==> src/rtl/uart_apb_master.sv <==
// uart_apb_master: single-outstanding APB requester for the UART register port.
// Commands enter on a valid/ready channel; each result is held in a one-entry response register.
module uart_apb_master #(
  parameter int AWIDTH         = 8,
  parameter int DWIDTH         = 32,
  parameter int TIMEOUT_CYCLES = 255
) (
  input  logic              clk,
  input  logic              rst,
  input  logic              req_valid_i,
  output logic              req_ready_o,
  input  logic              req_wr_i,
  input  logic [AWIDTH-1:0] req_addr_i,
  input  logic [DWIDTH-1:0] req_wdata_i,
  input  logic [3:0]        req_strb_i,
  output logic              rsp_valid_o,
  input  logic              rsp_ready_i,
  output logic [DWIDTH-1:0] rsp_rdata_o,
  output logic              rsp_err_o,
  output logic              rsp_timeout_o,
  output logic [AWIDTH-1:0] apb_addr_o,
  output logic              apb_sel_o,
  output logic              apb_en_o,
  output logic              apb_wr_o,
  output logic [DWIDTH-1:0] apb_wdata_o,
  output logic [3:0]        apb_strb_o,
  input  logic [DWIDTH-1:0] apb_rdata_i,
  input  logic              apb_ready_i,
  input  logic              apb_err_i
);

  localparam int CW_RAW = $clog2(TIMEOUT_CYCLES + 1);
  localparam int CW     = (CW_RAW > 8) ? CW_RAW : 8;
  // Expiry is detected on the last allowed ACCESS cycle, so compare against TIMEOUT_CYCLES-1.
  localparam logic [CW-1:0] WAIT_LAST = (TIMEOUT_CYCLES == 0) ? '0 : CW'(TIMEOUT_CYCLES - 1);

  typedef enum logic [1:0] {IDLE, SETUP, ACCESS, RESP} state_t;

  state_t        state, state_next;
  logic [CW-1:0] wait_cnt;
  logic          accept, done, expire;

  always_ff @(posedge clk or posedge rst) begin
    if (rst) state <= IDLE;
    else     state <= state_next;
  end

  // Handshake outputs decode straight from the state so reset drops sel/en asynchronously.
  always_comb begin
    state_next  = state;
    accept      = 1'b0;
    done        = 1'b0;
    expire      = 1'b0;
    req_ready_o = 1'b0;
    rsp_valid_o = 1'b0;
    apb_sel_o   = 1'b0;
    apb_en_o    = 1'b0;
    case (state)
      IDLE: begin
        req_ready_o = 1'b1;
        if (req_valid_i) begin
          accept     = 1'b1;
          state_next = SETUP;
        end
      end
      SETUP: begin
        apb_sel_o  = 1'b1;
        state_next = ACCESS;
      end
      ACCESS: begin
        apb_sel_o = 1'b1;
        apb_en_o  = 1'b1;
        if (apb_ready_i) begin
          done       = 1'b1;
          state_next = RESP;
        end else if ((TIMEOUT_CYCLES != 0) && (wait_cnt == WAIT_LAST)) begin
          expire     = 1'b1;
          state_next = RESP;
        end
      end
      RESP: begin
        rsp_valid_o = 1'b1;
        if (rsp_ready_i) state_next = IDLE;
      end
      default: state_next = IDLE;
    endcase
  end

  always_ff @(posedge clk or posedge rst) begin
    if (rst) begin
      apb_addr_o    <= '0;
      apb_wr_o      <= 1'b0;
      apb_wdata_o   <= '0;
      apb_strb_o    <= '0;
      wait_cnt      <= '0;
      rsp_rdata_o   <= '0;
      rsp_err_o     <= 1'b0;
      rsp_timeout_o <= 1'b0;
    end else begin
      if (accept) begin
        apb_addr_o  <= req_addr_i;
        apb_wr_o    <= req_wr_i;
        apb_wdata_o <= req_wr_i ? req_wdata_i : '0;
        apb_strb_o  <= req_wr_i ? req_strb_i : 4'h0;
      end
      if (state == SETUP)
        wait_cnt <= '0;
      else if ((state == ACCESS) && !apb_ready_i)
        wait_cnt <= wait_cnt + 1'b1;
      // A ready slave on the expiry cycle completes normally; done takes priority.
      if (done) begin
        rsp_rdata_o   <= apb_wr_o ? '0 : apb_rdata_i;
        rsp_err_o     <= apb_err_i;
        rsp_timeout_o <= 1'b0;
      end else if (expire) begin
        rsp_rdata_o   <= '0;
        rsp_err_o     <= 1'b1;
        rsp_timeout_o <= 1'b1;
      end
    end
  end

endmodule

==> config.mk <==
export PLATFORM = sky130hd
export DESIGN_NAME = uart_apb_master
export DESIGN_NICKNAME = d
export VERILOG_FILES = /design/src/rtl/uart_apb_master.sv
export SDC_FILE = /design/constraint.sdc
export NUM_CORES = 1
export LEC_CHECK = 0
export CORE_MARGIN = 2
export CORE_UTILIZATION = 31
export CTS_CLUSTER_DIAMETER = 60
export DETAILED_ROUTE_END_ITERATION = 8
export GPL_ROUTABILITY_DRIVEN = 0
export GPL_TIMING_DRIVEN = 0
export SYNTH_ARGS = -nofsm -noshare
export SYNTH_HDL_FRONTEND = slang
export SYNTH_SLANG_ARGS = --single-unit
==> constraint.sdc <==
create_clock -name clk -period 4.2 [get_ports clk]
set_input_delay 1.26 -clock clk [delete_from_list [all_inputs] [get_ports clk]]
set_output_delay 1.26 -clock clk [all_outputs]
set_load 0.1 [all_outputs]
======== Word level (Yosys, flattened, before mapping) ========
Index checks and enable logic that the tools add are counted.
cells by class
  add/sub/neg operators ................... 1
  $mul .................................... 0
  divide/modulo/power cells ............... 0
  order comparisons ....................... 0
  equal/unequal tests ..................... 7
  shift operators ......................... 0
  multiplexer cells ....................... 26
  bitwise operators ....................... 0
  reductions and logical operators ........ 7
operators with widths
  operator             number
  $mux 32              4
  $mux 8               2
  $mux 1               14
  $add 8x1->8 const B  1
  $eq 8x8->1 const B   1
  $mux 2               4
  $pmux 2 s4           1
  $eq 2x2->1 const B   2
  $mux 4               1
  $ne 2x2->1 const B   2
  $reduce_bool 2->1    2
  $ne 3x3->1 const B   1
  $reduce_and 3->1     1
  $eq 2x1->1 const B   1
  $logic_not 2->1      1
  $reduce_or 2->1      1
  $logic_and 1x1->1    1
  $logic_not 1->1      1
storage, ports and cells
  register bits after elaboration ......... 89
  latch bits .............................. 0
  RAM bits ................................ 0
  memory bits (read-only) ................. 0
  logic and storage cells ................. 50
  memories kept ........................... 0

======== Logic depth before layout (Yosys ltp) ========
  depth in word-level cells ............... 6
  depth in mapped cells ................... 7
  mapped depth without buffers ............ 6

======== Worst setup path before layout ========
Ideal clock, no wire load.
  kind .................................... reg2out
  start ................................... register state[0]
  end ..................................... output apb_en_o
  arrival time ............................ 1429 ps
  data required time ...................... 2940 ps
  path slack .............................. 1511 ps
  cell stages (with the launch flop) ...... 3
  buffers on the path ..................... 0
  path through ............................ dfrtp_1 > inv_1 > ha_1
on the way
  cells in the longest elaborated chain, start to end .. 2
ends and longest elaborated chain
  what                    RTL line  text
  from (decl)             39        state_t state, state_next;
  from (signal assigned)  45        else state <= state_next;
  $eq 2x2->1              58        case (state)
  $mux 1                  58
  to (decl)               23        output logic apb_en_o,
Every way passes these cells.

======== Worst setup path after layout ========
Same ends and word-level chain as after synthesis.

==> reports/metrics.cfg <==
[outcome]
status=complete, no violations

[global_routing]
top_usage_layer=met2
grt_pass1_wl_microns=16000
antenna_found_initial=0
grt_usage=0.160
grt_max_degree=50
grt_pass1_vias=3061
grt-ovfl-total=0
use_met2=0.248
met3_usage=0.0519
grt_use_met1=0.213

[floorplanning]
fp.dieW_microns=111
io_pins=166
fp.dieH_microns=111
die_area_sq_mm=0.0124
rows=39
fp.coreArea_sq_mm=0.0113
start_util=0.315

[drt]
vias=2945
first_pass_iters=4
viasPerCell=4.62
drc=0
postRouteAntennaNets=0
drt-initial-drc-count=113
wl_microns=9550
wl_per_cell_microns=15.0

[hold_path]
holdCritStartpoint=apb_wdata_o[12]$_DFFE_PP0P_
holdPathStages=2
hold_path.class=register to register
hold_end=apb_wdata_o[12]$_DFFE_PP0P_

[clocking]
postCtsSetupRepairBufs=0
clkSlewWorstSetupHoldPaths_ps=60
cts_made_buffers=9
htree_levels=3
ctsLongestPathBuffers=2
clock_latency_ps=330
cts_tree=built
cts_sinks=89
root_buffer=clkbuf_16
hold_buffers=0
cts_resized=0

[synthesis]
syn-cell-area_sq_mm=0.00356
syn_nets=405
synth_seq_cells=89
seq_area_frac_synth=0.625
syn_inst=315
yosys.cell_types.count=30
yosys_warnings=0
synth.avg_cell_area_sq_um=11.3

[critical_path]
cp-end-kind=output port
start_kind=register
crit_required_ps=2940
max_stage_delay_ps=1220
r2r-end=apb_addr_o[3]$_DFFE_PP0P_
critPathBufInv=2
arrival_ps=2450
rr_startpoint=state[0]$_DFFE_PP0P_
critPathKind=register to output port
path_cells=inv_1 -> ha_1 -> clkdlybuf4s50_1
path_delay_family=buffers and inverters
r2r_slack_ps=2370
rr_worst_depth=5
slowest_stage=clkdlybuf4s50_1
cp_max_fo=9

[layout]
final_nets=581
seq_area_sq_mm=0.00223
multi_input_area_sq_mm=0.00120
diodes=0
areaGrowthSynthToFinish_pct=59.8
fillers=1076
layout-drive-gt1-share=0.0545

[job]
drv_cap=0

[place]
dp_slack_ps=842
numPortBuffers=164
hpwl_microns=7110

[sta]
hold_viol=0
finalSetupViolCount=0
setup_ws_ps=492
skew_ps=5.27
period_needed_ps=3710
rsz0062_at_grt=no
relSlewSlack=0.318
min_period_over_period=0.883
final_max_slew_viol_count=0
tightest_slew_ps=1020
fmax_mhz=270

registers in the layout, indices dropped and copies added, names as in the netlist:
| signal | cells |
|---|---|
| apb_wr_o | 1 |
| apb_addr_o | 8 |
| rsp_timeout_o | 1 |
| apb_strb_o | 4 |
| rsp_rdata_o | 32 |
| wait_cnt | 8 |
| rsp_err_o | 1 |
| state | 2 |
| apb_wdata_o | 32 |
worst reg2reg max path: stages (launching register included):
cell     delay [ps]
dfrtp_1         400
inv_1           100
ha_1            230
nand2_1         310
buf_2           330
mux2_1          350
through the flow:
stage | hold slack (ps) | instances | TNS, ps | util | instance area, sq um
6_report | 484 | 638 | 0 | 0.503 | 5690
5_1_grt | 505 | 638 | 0 | 0.503 | 5690
4_1_cts | 489 | 638 | 0 | 0.503 | 5690
3_5_place_dp | 475 | 623 | 0 | 0.478 | 5410
3_3_place_gp | 467 | 622 | -72330 | 0.475 | 5380
2_1_floorplan | 498 | 315 | 0 | - | 3560
kinds of logic (layout without fill, tap and decap cells):
| logic type | count (synthesis) | count (layout) | synth area share |
|---|---|---|---|
| muxes | 11 | 11 | 0.0344 |
| adders and majority gates | 7 | 7 | 0.0246 |
| DFF | 89 | 89 | 0.625 |
| and+or+nand+nor | 97 | 97 | 0.115 |
| buffers and inverters | 29 | 209 | 0.0387 |
| xor gates and xnor gates | 7 | 7 | 0.0172 |
| AOI/OAI and AO/OA | 75 | 75 | 0.145 |
area by class of cell:
class | instances | share of cell area
buffer | 21 | 0.0189
clock buffer | 11 | 0.0409
clock inverter | 4 | 0.00792
inverter | 8 | 0.00572
multi-input combinational | 197 | 0.210
sequential | 89 | 0.391
tap | 143 | 0.0314
timing repair buffer | 165 | 0.293
cells in the final DEF, fill, tap and decap left out:
| cell type | netlist | routed |
|---|---|---|
| clkdlybuf4s50_1 | 0 | 164 |
| dfrtp_1 | 89 | 89 |
| nand2_1 | 76 | 76 |
| o21ai_1 | 36 | 36 |
| a22o_1 | 31 | 31 |
| clkbuf_1 | 11 | 13 |
| mux2_1 | 10 | 10 |
| nor2_1 | 9 | 9 |
| clkbuf_16 | 0 | 9 |
| inv_1 | 8 | 7 |
| ha_1 | 7 | 7 |
| xor2_1 | 6 | 6 |
| buf_2 | 5 | 5 |
| nand4_1 | 4 | 4 |
| buf_6 | 3 | 3 |
| a21oi_1 | 3 | 3 |
| clkinv_2 | 0 | 3 |
| buf_1 | 2 | 2 |
| nor2b_1 | 1 | 1 |
| and4b_1 | 1 | 1 |
| and3_2 | 1 | 1 |
| inv_4 | 0 | 1 |
| and3b_1 | 1 | 1 |
| and4_1 | 1 | 1 |
| and4_4 | 1 | 1 |
| o21ai_4 | 1 | 1 |
| a21oi_2 | 1 | 1 |
| o22ai_1 | 1 | 1 |
| nand3_1 | 1 | 1 |
| nand2b_1 | 1 | 1 |
| o2bb2ai_1 | 1 | 1 |
| o32a_1 | 1 | 1 |
| xnor2_1 | 1 | 1 |
| mux2i_1 | 1 | 1 |
| bufinv_16 | 0 | 1 |
| buf_16 | 0 | 1 |
cells in the mapped netlist (all sizes together):
| library cell | n | area share |
|---|---|---|
| nor2b | 1 | 0.0018 |
| inv | 8 | 0.0084 |
| nand2b | 1 | 0.0018 |
| buf | 10 | 0.019 |
| nand3 | 1 | 0.0014 |
| xor2 | 6 | 0.015 |
| xnor2 | 1 | 0.0025 |
| mux2 | 10 | 0.032 |
| mux2i | 1 | 0.0028 |
| and3b | 1 | 0.0025 |
| nand4 | 4 | 0.0070 |
| and3 | 1 | 0.0021 |
| o32a | 1 | 0.0028 |
| and4b | 1 | 0.0028 |
| a22o | 31 | 0.076 |
| o22ai | 1 | 0.0018 |
| o2bb2ai | 1 | 0.0025 |
| nand2 | 76 | 0.080 |
| o21ai | 37 | 0.055 |
| dfrtp | 89 | 0.63 |
| ha | 7 | 0.025 |
| nor2 | 9 | 0.0095 |
| a21oi | 4 | 0.0067 |
| clkbuf | 11 | 0.012 |
| and4 | 2 | 0.0056 |
worst max path at each step:
stage | start | cells past startpoint | endpoint | slack, ps
2_1_floorplan | rst | 1 | apb_addr_o[0]$_DFFE_PP0P_ | 630
3_3_place_gp | rst | 2 | apb_addr_o[3]$_DFFE_PP0P_ | -820
3_5_place_dp | state[0]$_DFFE_PP0P_ | 3 | apb_en_o | 840
4_1_cts | state[0]$_DFFE_PP0P_ | 3 | apb_en_o | 470
5_1_grt | state[0]$_DFFE_PP0P_ | 3 | apb_en_o | 390
6_report | state[0]$_DFFE_PP0P_ | 3 | apb_en_o | 490
metal layers:
layer  wire [microns]  up-vias
li1                 -     1419
met2             4290      122
met3              809       11
met5                0        -
met4              126        0
met1             4330     1393
Power is left out: the tool's default activity adds up to more than one toggle a clock period on the data nets, which glitch-free logic cannot reach.
